**config.mk**
```make
export PLATFORM = sky130hd
export DESIGN_NAME = router_fsm
export DESIGN_NICKNAME = d
export VERILOG_FILES = /design/src/rtl/router_fsm.sv
export SDC_FILE = /design/constraint.sdc
export NUM_CORES = 1
export LEC_CHECK = 0
export ABC_AREA = 1
export ABC_CLOCK_PERIOD_IN_PS = 2300
export BUFFER_PORTS_ARGS = -buffer_cell sky130_fd_sc_hd__buf_2
export CORE_AREA = 2 2 39 41
export CTS_CLUSTER_DIAMETER = 150
export CTS_CLUSTER_SIZE = 16
export DETAILED_ROUTE_END_ITERATION = 10
export DIE_AREA = 0 0 41 43
export GPL_TIMING_DRIVEN = 0
export SLEW_MARGIN = 25
export SYNTH_ARGS = -nofsm -noshare
export SYNTH_HDL_FRONTEND = slang
export SYNTH_SLANG_ARGS = --single-unit
```
**constraint.sdc**
```tcl
create_clock -name clk -period 2.3 [get_ports clk]
set_clock_uncertainty 0.1 [all_clocks]
set_input_delay 0.46 -clock clk [delete_from_list [all_inputs] [get_ports clk]]
set_output_delay 0.46 -clock clk [all_outputs]
set_load 0.02 [all_outputs]
```
**src/rtl/router_fsm.sv**
```systemverilog
`default_nettype none
// ============================================================================
// Module   : router_fsm
// Purpose  : Input-side packet sequencer for the 1x3 router (Moore FSM).
// Revision : 1.0
// ============================================================================
module router_fsm (
  input  logic       clk,
  input  logic       resetn,
  input  logic       pkt_valid,
  input  logic [1:0] data_in,
  input  logic       parity_done,
  input  logic       low_pkt_valid,
  input  logic       fifo_full,
  input  logic       fifo_empty_0,
  input  logic       fifo_empty_1,
  input  logic       fifo_empty_2,
  input  logic       soft_reset_0,
  input  logic       soft_reset_1,
  input  logic       soft_reset_2,
  output logic       detect_add,
  output logic       lfd_state,
  output logic       ld_state,
  output logic       full_state,
  output logic       laf_state,
  output logic       rst_int_reg,
  output logic       write_enb_reg,
  output logic       busy
);

  typedef enum logic [2:0] {
    DA  = 3'd0,
    LFD = 3'd1,
    LD  = 3'd2,
    FFS = 3'd3,
    LAF = 3'd4,
    LP  = 3'd5,
    CPE = 3'd6,
    WTE = 3'd7
  } state_t;

  state_t     r_state;
  state_t     w_next;
  logic [1:0] r_addr;
  logic [1:0] w_addr;
  logic       w_sel_empty;
  logic       w_soft;
  logic       w_addr_ok;

  assign w_addr_ok = pkt_valid && (data_in != 2'd3);

  // In DA the address is still on the bus; afterwards it lives in r_addr.
  assign w_addr = (r_state == DA) ? data_in : r_addr;

  always_comb begin
    w_sel_empty = 1'b0;
    w_soft      = 1'b0;
    case (w_addr)
      2'd0:    w_sel_empty = fifo_empty_0;
      2'd1:    w_sel_empty = fifo_empty_1;
      2'd2:    w_sel_empty = fifo_empty_2;
      default: w_sel_empty = 1'b0;
    endcase
    case (r_addr)
      2'd0:    w_soft = soft_reset_0;
      2'd1:    w_soft = soft_reset_1;
      2'd2:    w_soft = soft_reset_2;
      default: w_soft = 1'b0;
    endcase
  end

  always_comb begin
    w_next = r_state;
    if ((r_state != DA) && w_soft) begin
      w_next = DA;
    end else begin
      case (r_state)
        DA:  if (w_addr_ok) w_next = w_sel_empty ? LFD : WTE;
        WTE: if (w_sel_empty) w_next = LFD;
        LFD: w_next = LD;
        LD: begin
          if (fifo_full)       w_next = FFS;
          else if (!pkt_valid) w_next = LP;
        end
        FFS: if (!fifo_full) w_next = LAF;
        LAF: begin
          if (parity_done)        w_next = DA;
          else if (low_pkt_valid) w_next = LP;
          else                    w_next = LD;
        end
        LP:  w_next = CPE;
        CPE: w_next = fifo_full ? FFS : DA;
        default: w_next = DA;
      endcase
    end
  end

  always_ff @(posedge clk) begin
    if (!resetn) begin
      r_state <= DA;
      r_addr  <= 2'd0;
    end else begin
      r_state <= w_next;
      if ((r_state == DA) && w_addr_ok) r_addr <= data_in;
    end
  end

  assign detect_add    = (r_state == DA);
  assign lfd_state     = (r_state == LFD);
  assign ld_state      = (r_state == LD);
  assign full_state    = (r_state == FFS);
  assign laf_state     = (r_state == LAF);
  assign rst_int_reg   = (r_state == CPE);
  assign write_enb_reg = (r_state == LD) || (r_state == LP) || (r_state == LAF);
  assign busy          = (r_state != DA) && (r_state != LD);

endmodule
`default_nettype wire

```
==> flow_summary.json, run 1 <==
{
  "clock-root-buffer": "clkbuf_4",
  "slew_headroom_pct": 74.3,
  "final_cell_mix": "buf_2, nand3_1, inv_1",
  "overflow": 0,
  "io_pins": 22,
  "status": "completed",
  "r2r_end": "r_state[2]",
  "area_growth_pct": 31.7,
  "tightest_slew_ps": 381,
  "period_needed_ps": 1830,
  "p_leak_nw": 0.367,
  "async_reset_ff_share_pct": 0,
  "place_hpwl_um": 1050,
  "viasPerCell": 4.68,
  "critical_path.max_fanout": 4,
  "rsz0062_at_grt": "false",
  "final_common_cell": "buf_2",
  "cts_setup_buffers": 0,
  "design_area_um2": 629,
  "grt_usage_pct": 15.9,
  "clk_pin_slew_worst_paths_ps": 50,
  "synth.distinct_cells": 17,
  "cts_tree": "yes",
  "drt_iter0_drc": 3,
  "die_x_um": 41,
  "diodes": 0,
  "io_buffers": 21,
  "place_congestion": 0.744,
  "maxSlewViolCount": 0,
  "worstPathRequired_ps": 1740,
  "grt_pass1_vias": 532,
  "grt_pass1_wl_um": 1920,
  "crit_type": "flop to primary output",
  "hold_viol": 0,
  "r2r_slack_ps": 850,
  "p_per_area_nw_per_um2": 1460,
  "cts_buffers": 3,
  "synth-seq-area-share_pct": 20.9,
  "fin_setup_tns_ps": 0,
  "netlist_instances": 85,
  "final_net_count": 125,
  "ant_nets": 0,
  "start_util_pct": 34.5,
  "holdBufCountCts": 0,
  "end_kind": "primary output",
  "insertion_delay_ps": 240,
  "worst_setup_path_start_kind": "flop",
  "fmax_ghz": 0.548,
  "yosys_register_bits": 5,
  "core_area_um2": 1380,
  "min_to": "r_addr[1]",
  "postSynthAreaPerCell_um2": 5.62,
  "antenna_found_initial": 0,
  "drive_gt1_share_pct": 28.2,
  "post_drt_wl_per_cell_um": 9.51,
  "min_period_over_period_pct": 79.4,
  "synthFlopType": "dfxtp_1",
  "worstPathArrival_ps": 1270,
  "vias": 590,
  "die_h_um": 43,
  "setup_violations": 0,
  "hold_class": "primary input to flop",
  "vdd_ir_drop_max_mv": 0.706,
  "h-tree-depth": 1,
  "num_rows": 14,
  "die-area_um2": 1760,
  "hold_path_depth": 3,
  "synth_fp_nets": 99,
  "cts_resized": 0,
  "dr.pass1.iters": 4,
  "grt_max_degree": 10,
  "clockBufferDepth": 2,
  "r2r_start": "r_state[1]",
  "reg2reg_depth": 9,
  "netlist_area_um2": 478,
  "yosys_warnings": 0,
  "clock-sinks": 5,
  "drv_cap": 0,
  "synth_edf_count": 0,
  "dpl_cell_area_um2": 603,
  "hp-start": "resetn",
  "route.detailed.drc": 0,
  "wirelength_um": 1200
}
## cells in the mapped netlist, types with 2 or more instances
| library cell | count | area [um^2] |
|---|---|---|
| nor2_4 | 2 | 22.5 |
| nor3_1 | 3 | 15.0 |
| a21oi_1 | 3 | 15.0 |
| nor2_1 | 9 | 33.8 |
| o21ai_0 | 5 | 25.0 |
| nand2_2 | 2 | 12.5 |
| inv_1 | 16 | 60.1 |
| o21ai_1 | 2 | 10.0 |
| nand3_1 | 18 | 90.1 |
| nand2_1 | 14 | 52.6 |
| dfxtp_1 | 5 | 100 |
## registers in the layout, summed over array words and instances (netlist names)
| signal | flops |
|---|---|
| r_addr | 2 |
| r_state | 3 |
## critical path, cell delays in order (launching register included)
cell     delay, ps
dfxtp_1        430
inv_1          110
nor2_1         140
nand2_1         90
nand3_1         90
buf_2          160
## power by group
group	total, W	internal [W]	leakage [nW]	switching (W)
registers	0.000178	0.000122	0.0413	0.0000565
logic	0.000637	0.000221	0.311	0.000416
clock network	0.000102	0.0000656	0.0150	0.0000365
## layer usage
| layer | track usage (%) | part of all wire, % | wire length, um |
|---|---|---|---|
| met4 | 8.00 | 0 | 0 |
| met2 | 27.2 | 49 | 589 |
| met3 | 4.19 | 7.4 | 89 |
| met5 | 0 | 0 | 0 |
| met1 | 16.5 | 43 | 520 |
## kinds of logic (layout without fill, tap and decap cells)
| group | Yosys count | count (layout) | synth area share (%) |
|---|---|---|---|
| AND/OR/NAND/NOR | 52 | 52 | 53.7 |
| buffers and inverters | 17 | 42 | 13.4 |
| AO/OA/AOI/OAI | 11 | 11 | 12.0 |
| flip-flops | 5 | 5 | 20.9 |
## through the flow
stage | instances | utilization [%] | hold WS (ps) | setup WS (ps) | power, W
floorplan | 85 | - | 395 | 705 | 0.000663
global placement | 122 | 43.6 | 453 | 730 | 0.000822
detailed placement | 122 | 43.6 | 449 | 722 | 0.000824
CTS | 126 | 45.5 | 364 | 462 | 0.000930
global route | 126 | 45.5 | 373 | 353 | 0.00102
finish | 126 | 45.5 | 370 | 475 | 0.000918
## layout make-up
cell class | instances | area [um^2]
tap | 16 | 20.0
multi-input combinational | 63 | 314
fill | 168 | 754
clock buffer | 4 | 26.3
sequential | 5 | 100
inverter | 17 | 63.8
timing repair buffer | 21 | 105
## worst max-delay path by stage
stage                          to       start
floorplan           write_enb_reg  r_state[0]
CTS                 write_enb_reg  r_state[0]
global route        write_enb_reg  r_state[0]
global placement    write_enb_reg  r_state[0]
detailed placement  write_enb_reg  r_state[0]
finish              write_enb_reg  r_state[0]
Power figures use the tool's default switching activity.
==> run 2: changes to the inputs <==
ABC_AREA = 0   (was 1)
ABC_CLOCK_PERIOD_IN_PS = 1900   (was 2300)
PLACE_DENSITY = 0.68   (was unset)
clock period = 1.9 ns   (was 2.3 ns; I/O delays follow)
==> flow_summary.json, run 2 <==
{
  "status": "completed",
  "route.detailed.drc": 0,
  "hold_class": "primary input to flop",
  "vdd_ir_drop_max_mv": 0.632,
  "layout_top_registers": "r_state: 3 flops, r_addr: 2 flops",
  "path_buf_inv": 2,
  "io_buffers": 21,
  "wirelength_um": 1270,
  "yosys_register_bits": 5,
  "die_x_um": 41,
  "final_net_count": 109,
  "drive_gt1_share_pct": 36.2,
  "antenna_found_initial": 0,
  "yosys_warnings": 0,
  "clock-sinks": 5,
  "worst_setup_path_start_kind": "flop",
  "end_kind": "primary output",
  "start_util_pct": 37.8,
  "synthFlopType": "dfxtp_1",
  "cpMostUsedCell": "buf_2",
  "cts_buffers": 3,
  "crit_family": "buffers and inverters",
  "clockBufferDepth": 2,
  "drv_cap": 0,
  "insertion_delay_ps": 240,
  "top_register": "r_state",
  "netlist_area_um2": 523,
  "synth.distinct_cells": 36,
  "num_rows": 14,
  "h-tree-depth": 1,
  "critical-path-max-stage-delay_ps": 320,
  "critPathSlowestCell": "dfxtp_1",
  "grt_pass1_wl_um": 1900,
  "setup_violations": 0,
  "worstPathCellList": "buf_2 > nand2b_1 > nor2_1 > buf_2",
  "cts_resized": 0,
  "clock-root-buffer": "clkbuf_4",
  "clk_pin_slew_worst_paths_ps": 40,
  "place_hpwl_um": 1030,
  "min_period_over_period_pct": 93.5,
  "tightest_slew_ps": 342,
  "worstPathArrival_ps": 1300,
  "post_drt_wl_per_cell_um": 11.5,
  "postSynthAreaPerCell_um2": 7.58,
  "slew_headroom_pct": 76.6,
  "crit_type": "flop to primary output",
  "async_reset_ff_share_pct": 0,
  "grt_pass1_vias": 514,
  "period_needed_ps": 1780,
  "ant_nets": 0,
  "overflow": 0,
  "yosysMostFrequentCell": "nor2_1",
  "diodes": 0,
  "holdBufCountCts": 0,
  "die-area_um2": 1760,
  "synth-seq-area-share_pct": 19.1,
  "grt_max_degree": 11,
  "viasPerCell": 5.58,
  "design_area_um2": 674,
  "grt_usage_pct": 15.5,
  "synth_top_cell_by_area": "dfxtp_1",
  "synth_edf_count": 0,
  "cts_setup_buffers": 0,
  "drt_iter0_drc": 9,
  "yosys-top-cells-count": "nor2_1, nand2_1, a21oi_1, dfxtp_1",
  "cts_tree": "yes",
  "die_h_um": 43,
  "synth_area_leaders": "dfxtp_1, nor2_1, nand2_1, and3b_1, or3b_1",
  "rsz0062_at_grt": "false",
  "synth_fp_nets": 83,
  "io_pins": 22,
  "fmax_ghz": 0.563,
  "p_per_area_nw_per_um2": 1600,
  "worstPathRequired_ps": 1420,
  "p_leak_nw": 0.316,
  "critical_path.max_fanout": 10,
  "dr.pass1.iters": 4,
  "final_common_cell": "buf_2",
  "fin_setup_tns_ps": 0,
  "maxSlewViolCount": 0,
  "largest_reg_flops": 3,
  "yosysTopAreaCellShare_pct": 19.1,
  "vias": 614,
  "core_area_um2": 1380,
  "netlist_instances": 69,
  "dpl_cell_area_um2": 648,
  "final_cell_mix": "buf_2, nor2_1, nand2_1",
  "area_growth_pct": 28.9,
  "place_congestion": 0.822,
  "hold_viol": 0
}
-- run 2: cell count changes after synthesis, sizes merged, moves of 3 or more --
cell / previous run / this run
nand2: 17 / 7
or3b: 0 / 3
inv: 17 / 3
o21ai: 7 / 4
nand2b: 0 / 4
nor2: 12 / 8
and3b: 0 / 3
buf: 0 / 3
nand3: 18 / 0
-- run 2: per-layer routing --
metal  vias to the layer above  global-route usage, %  wire [um]
met2                        24                   25.6        566
met1                       275                   18.3        601
met3                         2                   6.28         87
met5                         -                      0          0
li1                        313                      -          -
met4                         0                   2.00         10
-- run 2: final timing paths --
| path | to | slack [ps] | start | depth (start not counted) |
|---|---|---|---|---|
| max | ld_state | 120 | r_state[2] | 4 |
| min | r_state[0] | 320 | pkt_valid | 2 |
| max reg2reg | r_state[2] | 240 | r_state[0] | 5 |
| min reg2reg | r_addr[0] | 520 | r_addr[0] | 1 |
-- run 2: kinds of logic after synthesis --
family / synth area share [%]
AOI/OAI and AO/OA: 31.8
buffers and inverters: 7.89
DFF: 19.1
muxes: 2.87
and+or+nand+nor: 38.3
-- run 2: final cells by class --
cell class | count | area [um^2]
clock buffer | 4 | 26.3
timing repair buffer | 21 | 105
multi-input combinational | 57 | 382
inverter | 4 | 20.0
buffer | 3 | 21.3
tap | 16 | 20.0
fill | 149 | 709
sequential | 5 | 100
-- run 2: through the flow --
step | cells | setup slack, ps | utilization, % | hold WS, ps | power (W)
floorplan | 69 | 269 | - | 398 | 0.000782
global placement | 106 | 242 | 46.8 | 522 | 0.000958
detailed placement | 106 | 238 | 46.8 | 514 | 0.000963
CTS | 110 | 112 | 48.7 | 311 | 0.00109
global route | 110 | 1.58 | 48.7 | 323 | 0.00118
finish | 110 | 124 | 48.7 | 319 | 0.00108
-- run 2: where the power goes --
| group | leakage, nW | internal, W | switching, W |
|---|---|---|---|
| Sequential | 0.0411 | 0.000143 | 0.0000380 |
| Combinational | 0.260 | 0.000325 | 0.000455 |
| Clock | 0.0150 | 0.0000793 | 0.0000417 |
-- run 2: worst reg2reg max path: cells and delay by family, from the launching register on --
| family | cells | cell delay, ps |
|---|---|---|
| buffers and inverters | 1 | 70 |
| AND/OR/NAND/NOR | 2 | 510 |
| multiplexers | 1 | 300 |
| flip-flops | 1 | 340 |
| AO/OA/AOI/OAI | 1 | 220 |
